===== src/rtl/bcd_seg_scanner_pkg.sv =====
// Shared constants for the multiplexed 7-segment display path.
// Segment patterns are active-high {g,f,e,d,c,b,a}; pins are inverted in the top.
package bcd_seg_scanner_pkg;

    localparam int DIGIT_W    = 4;
    localparam int MAX_DIGITS = 8;

    localparam logic [6:0] SEG_0    = 7'h3F;
    localparam logic [6:0] SEG_1    = 7'h06;
    localparam logic [6:0] SEG_2    = 7'h5B;
    localparam logic [6:0] SEG_3    = 7'h4F;
    localparam logic [6:0] SEG_4    = 7'h66;
    localparam logic [6:0] SEG_5    = 7'h6D;
    localparam logic [6:0] SEG_6    = 7'h7D;
    localparam logic [6:0] SEG_7    = 7'h07;
    localparam logic [6:0] SEG_8    = 7'h7F;
    localparam logic [6:0] SEG_9    = 7'h6F;
    localparam logic [6:0] SEG_DASH = 7'h40;

    // Active-low pin levels for a dark display.
    localparam logic [6:0]            SEG_OFF = 7'h7F;
    localparam logic [MAX_DIGITS-1:0] AN_OFF  = '1;

    typedef enum logic {
        ST_UNPRIMED,
        ST_PRIMED
    } prime_state_t;

endpackage


===== src/rtl/bcd_seg_scanner_if.sv =====
// Display-side bundle: digit/dp requests in, segment/anode pins out.
interface bcd_seg_scanner_if #(
    parameter int NUM_DIGITS = 4
);
    import bcd_seg_scanner_pkg::*;

    logic                          enable;
    logic [DIGIT_W*NUM_DIGITS-1:0] bcd_in;
    logic [NUM_DIGITS-1:0]         dp_in;
    logic [6:0]                    seg_out;
    logic                          dp_out;
    logic [NUM_DIGITS-1:0]         an_out;
    logic                          frame_start;

    modport master (
        output enable, bcd_in, dp_in,
        input  seg_out, dp_out, an_out, frame_start
    );

    modport slave (
        input  enable, bcd_in, dp_in,
        output seg_out, dp_out, an_out, frame_start
    );

endinterface


===== src/rtl/bcd_to_7seg.sv =====
// Combinational BCD to 7-segment decoder, active-high {g,f,e,d,c,b,a}.
// Codes 10..15 render as a dash so corrupt counter values stay visible.
module bcd_to_7seg
    import bcd_seg_scanner_pkg::*;
(
    input  logic [DIGIT_W-1:0] digit,
    output logic [6:0]         seg
);

    always_comb begin
        seg = SEG_DASH;
        case (digit)
            4'd0:    seg = SEG_0;
            4'd1:    seg = SEG_1;
            4'd2:    seg = SEG_2;
            4'd3:    seg = SEG_3;
            4'd4:    seg = SEG_4;
            4'd5:    seg = SEG_5;
            4'd6:    seg = SEG_6;
            4'd7:    seg = SEG_7;
            4'd8:    seg = SEG_8;
            4'd9:    seg = SEG_9;
            default: seg = SEG_DASH;
        endcase
    end

endmodule


===== src/rtl/bcd_seg_scanner.sv =====
// Time-multiplexed common-anode display driver with leading-zero blanking,
// per-slot anode guard interval and once-per-frame input sampling.
module bcd_seg_scanner
    import bcd_seg_scanner_pkg::*;
#(
    parameter int NUM_DIGITS  = 4,
    parameter int REFRESH_DIV = 50000,
    parameter int GUARD       = 16,
    parameter bit BLANK_LZ    = 1'b1
) (
    input  logic            clock,
    input  logic            reset,
    bcd_seg_scanner_if.slave bus
);

    localparam int PRESC_W = (REFRESH_DIV > 1) ? $clog2(REFRESH_DIV) : 1;
    localparam int IDX_W   = (NUM_DIGITS > 1) ? $clog2(NUM_DIGITS) : 1;

    localparam logic [PRESC_W-1:0] PRESC_LAST = PRESC_W'(REFRESH_DIV - 1);
    localparam logic [PRESC_W-1:0] PRESC_ONE  = PRESC_W'(1);
    localparam logic [PRESC_W-1:0] GUARD_CNT  = PRESC_W'(GUARD);
    localparam logic [IDX_W-1:0]   IDX_LAST   = IDX_W'(NUM_DIGITS - 1);
    localparam logic [IDX_W-1:0]   IDX_ONE    = IDX_W'(1);

    prime_state_t                  state_reg, state_next;
    logic [PRESC_W-1:0]            presc_reg, presc_next;
    logic [IDX_W-1:0]              idx_reg, idx_next;
    logic [DIGIT_W*NUM_DIGITS-1:0] shadow_bcd_reg;
    logic [NUM_DIGITS-1:0]         shadow_dp_reg;

    logic [6:0]                    seg_reg, seg_next;
    logic                          dp_reg, dp_next;
    logic [NUM_DIGITS-1:0]         an_reg, an_next;
    logic                          frame_start_reg;

    logic                          tick;
    logic                          load;
    logic [DIGIT_W-1:0]            digit_arr [NUM_DIGITS];
    logic [NUM_DIGITS-1:0]         blank_vec;
    logic [6:0]                    seg_raw;

    assign tick = bus.enable && (presc_reg == PRESC_LAST);

    // Priming and scan advance; load marks a shadow capture (also frame_start).
    always_comb begin
        state_next = state_reg;
        presc_next = presc_reg;
        idx_next   = idx_reg;
        load       = 1'b0;
        if (bus.enable) begin
            presc_next = tick ? '0 : presc_reg + PRESC_ONE;
            if (tick) begin
                idx_next = (idx_reg == IDX_LAST) ? '0 : idx_reg + IDX_ONE;
            end
            case (state_reg)
                ST_UNPRIMED: begin
                    load       = 1'b1;
                    state_next = ST_PRIMED;
                end
                default: load = tick && (idx_reg == IDX_LAST);
            endcase
        end
    end

    // A digit blanks only if it and everything above it is zero and no dp
    // at or above it asks for the digit to be shown.
    for (genvar gi = 0; gi < NUM_DIGITS; gi++) begin : g_digit
        logic upper_zero;
        logic dp_force;

        assign digit_arr[gi] = shadow_bcd_reg[gi*DIGIT_W +: DIGIT_W];

        always_comb begin
            upper_zero = 1'b1;
            dp_force   = 1'b0;
            for (int j = gi; j < NUM_DIGITS; j++) begin
                if (shadow_bcd_reg[j*DIGIT_W +: DIGIT_W] != '0) upper_zero = 1'b0;
                if (shadow_dp_reg[j]) dp_force = 1'b1;
            end
        end

        assign blank_vec[gi] = BLANK_LZ && (gi != 0) && upper_zero && !dp_force;
    end

    bcd_to_7seg u_dec (
        .digit (digit_arr[idx_reg]),
        .seg   (seg_raw)
    );

    always_comb begin
        seg_next = SEG_OFF;
        dp_next  = 1'b1;
        an_next  = AN_OFF[NUM_DIGITS-1:0];
        if (bus.enable) begin
            seg_next = blank_vec[idx_reg] ? SEG_OFF : ~seg_raw;
            dp_next  = ~shadow_dp_reg[idx_reg];
            if (presc_reg >= GUARD_CNT) an_next[idx_reg] = 1'b0;
        end
    end

    always_ff @(posedge clock or posedge reset) begin
        if (reset) begin
            state_reg       <= ST_UNPRIMED;
            presc_reg       <= '0;
            idx_reg         <= '0;
            shadow_bcd_reg  <= '0;
            shadow_dp_reg   <= '0;
            seg_reg         <= SEG_OFF;
            dp_reg          <= 1'b1;
            an_reg          <= AN_OFF[NUM_DIGITS-1:0];
            frame_start_reg <= 1'b0;
        end else begin
            state_reg       <= state_next;
            presc_reg       <= presc_next;
            idx_reg         <= idx_next;
            seg_reg         <= seg_next;
            dp_reg          <= dp_next;
            an_reg          <= an_next;
            frame_start_reg <= load;
            if (load) begin
                shadow_bcd_reg <= bus.bcd_in;
                shadow_dp_reg  <= bus.dp_in;
            end
        end
    end

    assign bus.seg_out     = seg_reg;
    assign bus.dp_out      = dp_reg;
    assign bus.an_out      = an_reg;
    assign bus.frame_start = frame_start_reg;

endmodule

===== src/flat_wrapper.sv =====
// flat-port wrapper written by rule: the top's interface ports become plain ports
module bcd_seg_scanner_flat import bcd_seg_scanner_pkg::*;
#(
    parameter int NUM_DIGITS  = 4,
    parameter int REFRESH_DIV = 50000,
    parameter int GUARD       = 16,
    parameter bit BLANK_LZ    = 1'b1
)
  (clock, reset, bus_enable, bus_bcd_in, bus_dp_in, bus_seg_out, bus_dp_out, bus_an_out, bus_frame_start);
  bcd_seg_scanner_if #(.NUM_DIGITS(NUM_DIGITS)) bus_i ();
  input  logic clock;
  input  logic reset;
  input wire logic [$bits(bus_i.enable)-1:0] bus_enable;
  input wire logic [$bits(bus_i.bcd_in)-1:0] bus_bcd_in;
  input wire logic [$bits(bus_i.dp_in)-1:0] bus_dp_in;
  output wire logic [$bits(bus_i.seg_out)-1:0] bus_seg_out;
  output wire logic [$bits(bus_i.dp_out)-1:0] bus_dp_out;
  output wire logic [$bits(bus_i.an_out)-1:0] bus_an_out;
  output wire logic [$bits(bus_i.frame_start)-1:0] bus_frame_start;
  assign bus_i.enable = bus_enable;
  assign bus_i.bcd_in = bus_bcd_in;
  assign bus_i.dp_in = bus_dp_in;
  assign bus_seg_out = bus_i.seg_out;
  assign bus_dp_out = bus_i.dp_out;
  assign bus_an_out = bus_i.an_out;
  assign bus_frame_start = bus_i.frame_start;
  bcd_seg_scanner #(.NUM_DIGITS(NUM_DIGITS), .REFRESH_DIV(REFRESH_DIV), .GUARD(GUARD), .BLANK_LZ(BLANK_LZ)) u_core (.clock(clock), .reset(reset), .bus(bus_i));
endmodule

===== config.mk =====
export PLATFORM = sky130hd
export DESIGN_NAME = bcd_seg_scanner_flat
export DESIGN_NICKNAME = d
export VERILOG_FILES = /design/src/rtl/bcd_seg_scanner_pkg.sv /design/src/rtl/bcd_seg_scanner_if.sv /design/src/rtl/bcd_to_7seg.sv /design/src/rtl/bcd_seg_scanner.sv /design/src/flat_wrapper.sv
export SDC_FILE = /design/constraint.sdc
export NUM_CORES = 1
export LEC_CHECK = 0
export ABC_AREA = 1
export CAP_MARGIN = 0
export CORE_MARGIN = 4
export CORE_UTILIZATION = 50
export DETAILED_ROUTE_END_ITERATION = 10
export PLACE_DENSITY = 0.75
export SLEW_MARGIN = 15
export SYNTH_ARGS = -nofsm -noshare
export SYNTH_HDL_FRONTEND = slang
export SYNTH_SLANG_ARGS = --single-unit

===== constraint.sdc =====
create_clock -name clock -period 4.9 [get_ports clock]
set_input_delay 0.98 -clock clock [delete_from_list [all_inputs] [get_ports clock]]
set_output_delay 0.98 -clock clock [all_outputs]
set_load 0.02 [all_outputs]

==> results of run 1 <==
==> power by group through the flow <==
stage               logic [uW]  clock network (uW)  registers [uW]
CTS                        125                 273             488
global placement           121                   0             495
global route               141                 296             494
detailed placement         124                   0             496
finish                     124                 266             489
floorplan                 85.5                   0             490
==> cells by family (layout without fill, tap and decap cells) <==
| logic type | after synthesis | in the layout |
|---|---|---|
| buf+inv | 46 | 79 |
| flops | 52 | 52 |
| simple gates | 210 | 210 |
| xor+xnor | 6 | 6 |
| fa+ha+maj | 11 | 11 |
| compound gates | 17 | 17 |
==> metal layers <==
layer  global-route usage, %  vias to the layer above  share of wire, %
met5                       0                        -                 0
met4                   4.606                        0              0.87
met2                   24.78                       65                44
li1                        -                     1145                 -
met1                   23.31                     1036                49
met3                   5.159                        6               5.9
==> cell usage in the layout (no fill, tap or decap), drive strengths merged, types with 4 or more instances in the layout <==
cell / count
xor2: 5
nand4: 4
nand2: 102
dfrtp: 40
dfstp: 12
nor2: 40
a21oi: 6
ha: 11
o21ai: 9
inv: 34
nand3: 53
clkbuf: 7
clkdlybuf4s50: 35
nor3: 8
==> worst reg2reg max path: stages, from the launching register on <==
cell     delay, ns
dfrtp_1       0.67
ha_1          0.29
nand2_1       0.08
inv_1         0.12
nand4_4       0.30
nand2_4       0.39
nand2_1       0.09
nand2_1       0.07
==> through the flow <==
stage               util (%)  power (uW)  worst slack (ns)
floorplan                  -       575.0             2.682
global placement       57.84       616.6             1.795
detailed placement     57.84       620.1             1.733
CTS                    59.72       886.8             2.063
global route           59.74       931.6             1.835
finish                 59.74       879.5             2.061
==> how the worst max path moves through the flow <==
| stage | depth (start not counted) | startpoint | slack, ns | endpoint |
|---|---|---|---|---|
| 2_1_floorplan | 1 | reset | 2.68 | u_core.bus.frame_start |
| 3_3_place_gp | 5 | bus_enable | 1.79 | u_core.shadow_dp_reg[3] |
| 6_report | 5 | bus_enable | 2.06 | u_core.shadow_dp_reg[3] |
| 3_5_place_dp | 5 | bus_enable | 1.73 | u_core.shadow_dp_reg[3] |
| 5_1_grt | 5 | bus_enable | 1.83 | u_core.shadow_bcd_reg[6] |
| 4_1_cts | 5 | bus_enable | 2.06 | u_core.shadow_dp_reg[3] |
==> layout make-up <==
| type | instances | area [um^2] | share of cell area [%] |
|---|---|---|---|
| clock buffer | 7 | 97.59 | 2.985 |
| timing repair buffer | 35 | 350.3 | 10.72 |
| multi-input combinational | 244 | 1272 | 38.92 |
| tap | 72 | 90.09 | 2.755 |
| sequential | 52 | 1316 | 40.26 |
| inverter | 36 | 137.6 | 4.210 |
| clock inverter | 1 | 5.005 | 0.1531 |
==> flow_summary_export.csv, run 1 <==
group,metric,value,unit
run_status,status,"finished, final reports clean",
sta,holdWs,0.4664,ns
drt,vias,2252,
global_route,antenna_found_initial,0,
yosys,synthAdderAreaFrac,4.891,%
hold_path,worstHoldEndpoint,"u_core.state_reg",
sta,hold_viol_final,0,
critical_path,critPathKind,"in -> reg",
yosys,ys_ff_latch,52,
yosys,yosysSeqAreaShare,46.78,%
global_route,track_usage,16.59,%
drt,postRouteAntennaNets,0,
yosys,synth.area.top_cells,"dfrtp_1 (36%), dfstp_2 (11%), nand2_1 (11%)",
drt,drt-initial-drc-count,161,
placed_design,place_inst,439,
power,p_per_area,269.0,nW/um^2
critical_path,r2r_slack,2.83,ns
run,maxCapViolations,0,
drt,vias_per_cell,5.038,
placed_design,io_buffers,35,
power,pwr-share-seq,55.6,%
clock_tree,h-tree-depth,2,
clock_tree,cts_inserted_buffers,5,
yosys,async_flop_share,100.0,%
yosys,yosys.area_share.simple,35.30,%
yosys,syn-cell-area,2814,um^2
power,combinationalPowerShare,14.1,%
critical_path,cpPeakStageDelay,0.86,ns
clock_tree,clk_pin_slew,0.09,ns
yosys,netlist.area_leader.share,35.57,%
critical_path,critPathMostFrequentCell,"nand2_1",
sta,tightest_slew,0.8678,ns
sta,fin_setup_tns,0,ns
sta,post-route-period-util,57.94,%
power,clkPwrFrac,30.3,%
clock_tree,clk_latency,0.30,ns
sta,slew_headroom,42.08,%
floorplan,die_area,6892,um^2
hold_path,min_path_type,"reg -> reg",
global_route,grt_max_degree,53,
power,leakage,0.001625,uW
drt,post_drt_wl_per_cell,12.28,um
floorplan,coreArea,5473,um^2
critical_path,path_buf_inv,1,
floorplan,io_pins,36,
power,p_sw,241.7,uW
critical_path,arrival,3.08,ns
yosys,muxShareOfSynthArea,0,%
sta,max_freq,352.2,MHz
placed_design,placed_cell_area,3166,um^2
power,worst_ir_drop_vdd,147.6,uV
yosys,synthTopCellsByCount,"nand2_1 (80), nand3_1 (52), dfrtp_1 (40), nor2_1 (33), inv_1 (32)",
global_route,grt_pass1_vias,2059,
critical_path,crit_path_end_kind,"register",
critical_path,worstPathRequired,5.15,ns
yosys,yosys.cell_types.count,29,
yosys,synth_most_common_cell,"nand2_1",
floorplan,fp.dieH,83.02,um
sta,finClkSkew,0.007178,ns
final_layout,area_delta_synth_final,16.19,%
clock_tree,cts_hold_buf,0,
critical_path,crit_fanout,21,
critical_path,r2r-start,"u_core.idx_reg[0]",
critical_path,ff2ff_path_depth,7,
floorplan,rows,27,
drt,drc,0,
clock_tree,cts_tree,"done",
clock_tree,cts_setup_buffers,0,
sta,period_minus_slack,2.839,ns
critical_path,crit_chain,"clkdlybuf4s50_1 -> nand2_1 -> nand2_4 -> nand2_1 -> nand2_1",
clock_tree,clkSinkCount,52,
yosys,synth_xor_xnor_area_share,1.867,%
drt,firstDrtPassIters,4,
yosys,synth-compound-area-share,3.157,%
power,p_int,637.8,uW
floorplan,die_w,83.02,um
global_route,overflow,0,
power,swShare,27.48,%
critical_path,regToRegEndpoint,"u_core.shadow_dp_reg[3]",
final_layout,n_antenna_cell,0,
yosys,synth_top_family_by_area,"simple AND/OR/NAND/NOR gates",
yosys,syn-num-nets,376,
clock_tree,cts_root_buffer,"clkbuf_8",
yosys,syn_area_per_cell,8.228,um^2
sta,setup_viol,0,
yosys,synth_edf_count,0,
final_layout,final_area,3269,um^2
final_layout,final_cell_count_no_fill,447,
hold_path,hold_path_depth,2,
critical_path,cp_slowest_cell,"clkdlybuf4s50_1",
sta,rsz0062_at_grt,"false",
placed_design,place_congestion,0.8713,
final_layout,nNetsFinal,408,
sta,final_max_slew_viol_count,0,
placed_design,hpwl,3.971,mm
final_layout,num-fill-cells,504,
critical_path,start_kind,"input port",
critical_path,cp_top_family,"simple AND/OR/NAND/NOR gates",
yosys,yosys_warnings,0,
clock_tree,cts_max_path_buffers,2,
yosys,synth_top_area_cell,"dfrtp_1",
clock_tree,ctsResizeCount,0,
final_layout,drive_gt1_share,14.67,%
hold_path,min_from,"u_core.state_reg",
drt,wl,5.487,mm
yosys,synth_cells,342,
global_route,grt_first_pass_wirelength,9.446,mm
floorplan,start_util,51.42,%
yosys,synth_ff_type,"dfrtp_1",
No activity file was read; power rests on OpenSTA's default activity.
==> inputs of run 2 (changes only) <==
--- a/config.mk
+++ b/config.mk
@@ -10,7 +10,7 @@
 export CORE_MARGIN = 4
 export CORE_UTILIZATION = 50
 export DETAILED_ROUTE_END_ITERATION = 10
-export PLACE_DENSITY = 0.75
+export PLACE_DENSITY = 0.78
 export SLEW_MARGIN = 15
 export SYNTH_ARGS = -nofsm -noshare
 export SYNTH_HDL_FRONTEND = slang
==> constraint.sdc (replaced) <==
create_clock -name clock -period 2.4 [get_ports clock]
set_input_delay 0.48 -clock clock [delete_from_list [all_inputs] [get_ports clock]]
set_output_delay 0.48 -clock clock [all_outputs]
set_load 0.02 [all_outputs]
==> flow_summary_export.csv, run 2 (synthesized netlist as in run 1, its figures left out) <==
group,metric,value,unit
sta,tightest_slew,0.4974,ns
final_layout,area_delta_synth_final,17.96,%
global_route,grt_max_degree,33,
critical_path,critPathKind,"reg -> reg",
drt,wl,5.472,mm
drt,postRouteAntennaNets,0,
placed_design,io_buffers,35,
critical_path,cpPeakStageDelay,0.66,ns
run_status,status,"finished, final reports clean",
sta,setup_viol,0,
final_layout,nNetsFinal,412,
critical_path,crit_path_end_kind,"register",
global_route,overflow,0,
sta,max_freq,497.2,MHz
critical_path,crit_chain,"inv_2 -> nor2_1 -> nor2_1 -> o21ai_0 -> nand2_1 -> inv_1 -> ha_1 -> nand3_1 -> nand3_1 -> nand2_1",
critical_path,cp_top_family,"flip-flops",
drt,post_drt_wl_per_cell,12.13,um
placed_design,hpwl,4.169,mm
drt,wl_met2,2.416,mm
sta,slew_headroom,66.84,%
sta,finClkSkew,0.01172,ns
drt,wl_met1,2.636,mm
floorplan,start_util,51.42,%
critical_path,cp_slowest_cell,"dfrtp_1",
clock_tree,cts_hold_buf,0,
critical_path,start_kind,"register",
clock_tree,cts_max_path_buffers,2,
global_route,grt_pass1_vias,2219,
clock_tree,clkSinkCount,52,
clock_tree,clk_pin_slew,0.10,ns
final_layout,n_antenna_cell,0,
clock_tree,cts_root_buffer,"clkbuf_8",
sta,post-route-period-util,83.80,%
final_layout,utilization,60.65,%
sta,period_minus_slack,2.011,ns
clock_tree,h-tree-depth,2,
floorplan,coreArea,5473,um^2
sta,rsz0062_at_grt,"false",
critical_path,worstPathRequired,2.66,ns
floorplan,rows,27,
floorplan,fp.dieH,83.02,um
floorplan,die_w,83.02,um
power,worst_ir_drop_vdd,375.3,uV
clock_tree,cts_inserted_buffers,5,
critical_path,cp_num_cells,10,
drt,wl_met3,335,um
critical_path,arrival,2.27,ns
drt,drc,0,
global_route,antenna_found_initial,0,
clock_tree,clk_latency,0.31,ns
drt,highest_layer,"met4",
sta,final_max_slew_viol_count,0,
global_route,grt_first_pass_wirelength,9.729,mm
power,leakage,0.001650,uW
drt,vias_per_cell,4.989,
global_route,track_usage,16.87,%
final_layout,layout_common_cells,"nand2_1 (80), nand3_1 (52), dfrtp_1 (40)",
clock_tree,cts_tree,"done",
run,maxCapViolations,0,
hold_path,min_path_type,"in -> async",
drt,drt-initial-drc-count,173,
drt,firstDrtPassIters,4,
placed_design,place_congestion,0.8591,
sta,fin_setup_tns,0,ns
critical_path,ff2ff_path_depth,10,
power,p_per_area,562.0,nW/um^2
sta,hold_viol_final,0,
final_layout,drive_gt1_share,15.57,%
clock_tree,cts_setup_buffers,0,
floorplan,die_area,6892,um^2
floorplan,io_pins,36,
final_layout,final_common_cell,"nand2_1",
critical_path,crit_fanout,15,
drt,vias,2250,
critical_path,path_buf_inv,2,
clock_tree,ctsResizeCount,0,
## run 2: cell count changes in the layout (fill, tap and decap cells not counted), sizes merged
cell	previous run	this run
buf	0	4
clkinv	3	1
inv	34	36
bufinv	0	1
clkbuf	7	6
## run 2: per-layer routing
layer  vias to the layer above  global-route usage (%)
met5                         -                       0
met4                         0                   4.903
met3                        10                   4.067
met2                        59                   27.11
met1                      1032                   22.69
li1                       1149                       -
## run 2: metrics by stage
| step | setup slack (ns) | hold WS (ns) | cells | area [um^2] | total power (uW) |
|---|---|---|---|---|---|
| 3_3_place_gp | 0.2863 | 0.4622 | 443 | 3208 | 1262 |
| 3_5_place_dp | 0.2563 | 0.4690 | 443 | 3208 | 1268 |
| 6_report | 0.3889 | 0.4870 | 451 | 3319 | 1866 |
| 4_1_cts | 0.4034 | 0.4908 | 451 | 3319 | 1881 |
| 2_1_floorplan | 0.6820 | 0.4215 | 342 | 2814 | 1174 |
| 5_1_grt | 0.2229 | 0.5085 | 451 | 3319 | 1964 |
## run 2: report_power, final
part / internal (uW) / switching [uW] / total (uW)
sequential: 934 / 64.6 / 998
combinational: 105 / 153 / 257
clock: 315 / 294 / 610
## run 2: cell type report
cell class	instances	area (um^2)
clock buffer	6	72.57
clock inverter	2	38.79
fill	500	2153
inverter	36	136.4
multi-input combinational	244	1272
sequential	52	1316
tap	72	90.09
timing repair buffer	39	392.9
## run 2: worst register-to-register path, cell delays in order, from the launching register on
cell and delay, ns:
dfrtp_1 0.66, inv_2 0.23, nor2_1 0.18, nor2_1 0.05, o21ai_0 0.08, nand2_1 0.14, inv_1 0.13, ha_1 0.24
nand3_1 0.12, nand3_1 0.09, nand2_1 0.07
## run 2: worst paths after layout
kind	startpoint	endpoint	slack, ns
worst min-delay path	reset	u_core.presc_reg[7]	0.49
min in group clock	u_core.state_reg	u_core.state_reg	0.49
worst max register to register	u_core.idx_reg[0]	u_core.bus.seg_out[3]	0.39
worst min register to register	u_core.state_reg	u_core.state_reg	0.49
max in group asynchronous	reset	u_core.bus.seg_out[1]	1.35
worst max-delay path	u_core.idx_reg[0]	u_core.bus.seg_out[3]	0.39
==> inputs of run 3 (changes only) <==
--- a/config.mk
+++ b/config.mk
@@ -10,7 +10,7 @@
 export CORE_MARGIN = 4
 export CORE_UTILIZATION = 50
 export DETAILED_ROUTE_END_ITERATION = 10
-export PLACE_DENSITY = 0.78
+export PLACE_DENSITY = 0.75
 export SLEW_MARGIN = 15
 export SYNTH_ARGS = -nofsm -noshare
 export SYNTH_HDL_FRONTEND = slang
==> constraint.sdc (replaced) <==
create_clock -name clock -period 2 [get_ports clock]
set_input_delay 0.4 -clock clock [delete_from_list [all_inputs] [get_ports clock]]
set_output_delay 0.4 -clock clock [all_outputs]
set_load 0.02 [all_outputs]
==> flow_summary_export.csv, run 3 (synthesized netlist as in run 1, its figures left out) <==
group,metric,value,unit
critical_path,critical_path.startpoint,"u_core.bus.dp_out",
clock_tree,clk_pin_slew,0.10,ns
clock_tree,cts_root_buffer,"clkbuf_8",
placed_design,dp_slack,0.1387,ns
sta,finClkSkew,0.01044,ns
clock_tree,cts_tree,"done",
critical_path,crit_path_end_kind,"primary output",
critical_path,crit_chain,"clkdlybuf4s50_1",
sta,slew_headroom,68.85,%
final_layout,num-fill-cells,491,
critical_path,cp_top_family,"buffers and inverters",
sta,period_minus_slack,1.817,ns
drt,drc,0,
sta,holdWs,0.4186,ns
sta,fin_setup_tns,0,ns
power,total_power,2161,uW
floorplan,start_util,51.42,%
power,leakage,0.001668,uW
drt,wl,5.533,mm
final_layout,drive_gt1_share,16.67,%
clock_tree,cts_inserted_buffers,5,
final_layout,n_antenna_cell,0,
global_route,track_usage,16.78,%
global_route,grt_max_degree,22,
clock_tree,ctsResizeCount,0,
sta,hold_viol_final,0,
sta,rsz0062_at_grt,"false",
power,p_per_area,644.8,nW/um^2
critical_path,crit_fanout,1,
critical_path,cp_slowest_cell,"clkdlybuf4s50_1",
critical_path,cpPeakStageDelay,0.59,ns
critical_path,worstPathRequired,1.60,ns
final_layout,nNetsFinal,417,
sta,tightest_slew,0.4666,ns
drt,vias,2268,
sta,max_freq,550.4,MHz
global_route,grt_first_pass_wirelength,9.625,mm
critical_path,path_buf_inv,1,
clock_tree,h-tree-depth,2,
drt,drt-initial-drc-count,177,
critical_path,arrival,1.42,ns
placed_design,hpwl,4.152,mm
sta,final_max_slew_viol_count,0,
final_layout,final_common_cell,"nand2_1",
floorplan,io_pins,36,
drt,firstDrtPassIters,4,
placed_design,place_inst,448,
placed_design,place_congestion,0.8943,
run,maxCapViolations,0,
final_layout,area_delta_synth_final,19.12,%
floorplan,fp.dieH,83.02,um
critical_path,critPathKind,"reg -> out",
drt,vias_per_cell,4.974,
final_layout,final_cell_count_no_fill,456,
critical_path,r2r-start,"u_core.idx_reg[1]",
final_layout,layout_common_cells,"nand2_1 (80), nand3_1 (52), dfrtp_1 (40)",
global_route,overflow,0,
clock_tree,clkSinkCount,52,
sta,fin_ws,0.1832,ns
drt,postRouteAntennaNets,0,
critical_path,start_kind,"register",
floorplan,die_area,6892,um^2
sta,setup_viol,0,
clock_tree,clk_latency,0.30,ns
hold_path,min_path_type,"in -> async",
global_route,grt_pass1_vias,2092,
drt,post_drt_wl_per_cell,12.13,um
clock_tree,cts_hold_buf,0,
power,worst_ir_drop_vdd,347.1,uV
sta,post-route-period-util,90.84,%
floorplan,die_w,83.02,um
run_status,status,"finished, final reports clean",
global_route,antenna_found_initial,0,
clock_tree,cts_max_path_buffers,2,
floorplan,coreArea,5473,um^2
placed_design,io_buffers,35,
floorplan,rows,27,
clock_tree,cts_setup_buffers,0,
==> run 3: cell types whose count changed in the layout (fill, tap and decap cells not counted), sizes merged <==
cell and change:
clkbuf +1, buf +5, clkinvlp +1, inv -1, bufinv -1
==> run 3: cell type report <==
| class | count | area, um^2 | share of cell area (%) |
|---|---|---|---|
| clock inverters | 1 | 7.507 | 0.2240 |
| inverters | 36 | 136.4 | 4.069 |
| clock buffers | 7 | 86.33 | 2.576 |
| well taps | 72 | 90.09 | 2.688 |
| repair buffers | 44 | 442.9 | 13.21 |
| multi-input cells | 244 | 1272 | 37.96 |
| flip-flops and latches | 52 | 1316 | 39.27 |
==> run 3: path summary, 6_finish.rpt <==
path	endpoint	slack [ns]	depth (start not counted)
setup / recovery	bus_dp_out	0.18	1
hold / removal	u_core.presc_reg[4]	0.42	2
setup reg to reg	u_core.bus.seg_out[3]	0.26	9
hold reg to reg	u_core.state_reg	0.46	2
max in group asynchronous	u_core.bus.seg_out[5]	1.05	3
min in group clock	u_core.state_reg	0.46	2
==> run 3: routing by layer <==
layer,share of wire (%),vias up,global-route usage (%)
li1,-,1162,-
met1,47,1032,22.99
met2,45,63,26.90
met3,6.0,11,3.770
met4,1.5,0,4.458
met5,0,-,0
==> run 3: metrics by stage <==
step / utilization, % / area [um^2]
2_1_floorplan: - / 2814
3_3_place_gp: 59.53 / 3258
3_5_place_dp: 59.53 / 3258
4_1_cts: 61.25 / 3352
5_1_grt: 61.25 / 3352
6_report: 61.25 / 3352
==> run 3: where the power goes <==
group / switching, uW / leakage [uW] / internal [uW] / total, uW
sequential: 81.4 / 0.000616 / 1120 / 1200
clock: 351 / 0.0000445 / 282 / 633
combinational: 192 / 0.00101 / 134 / 326
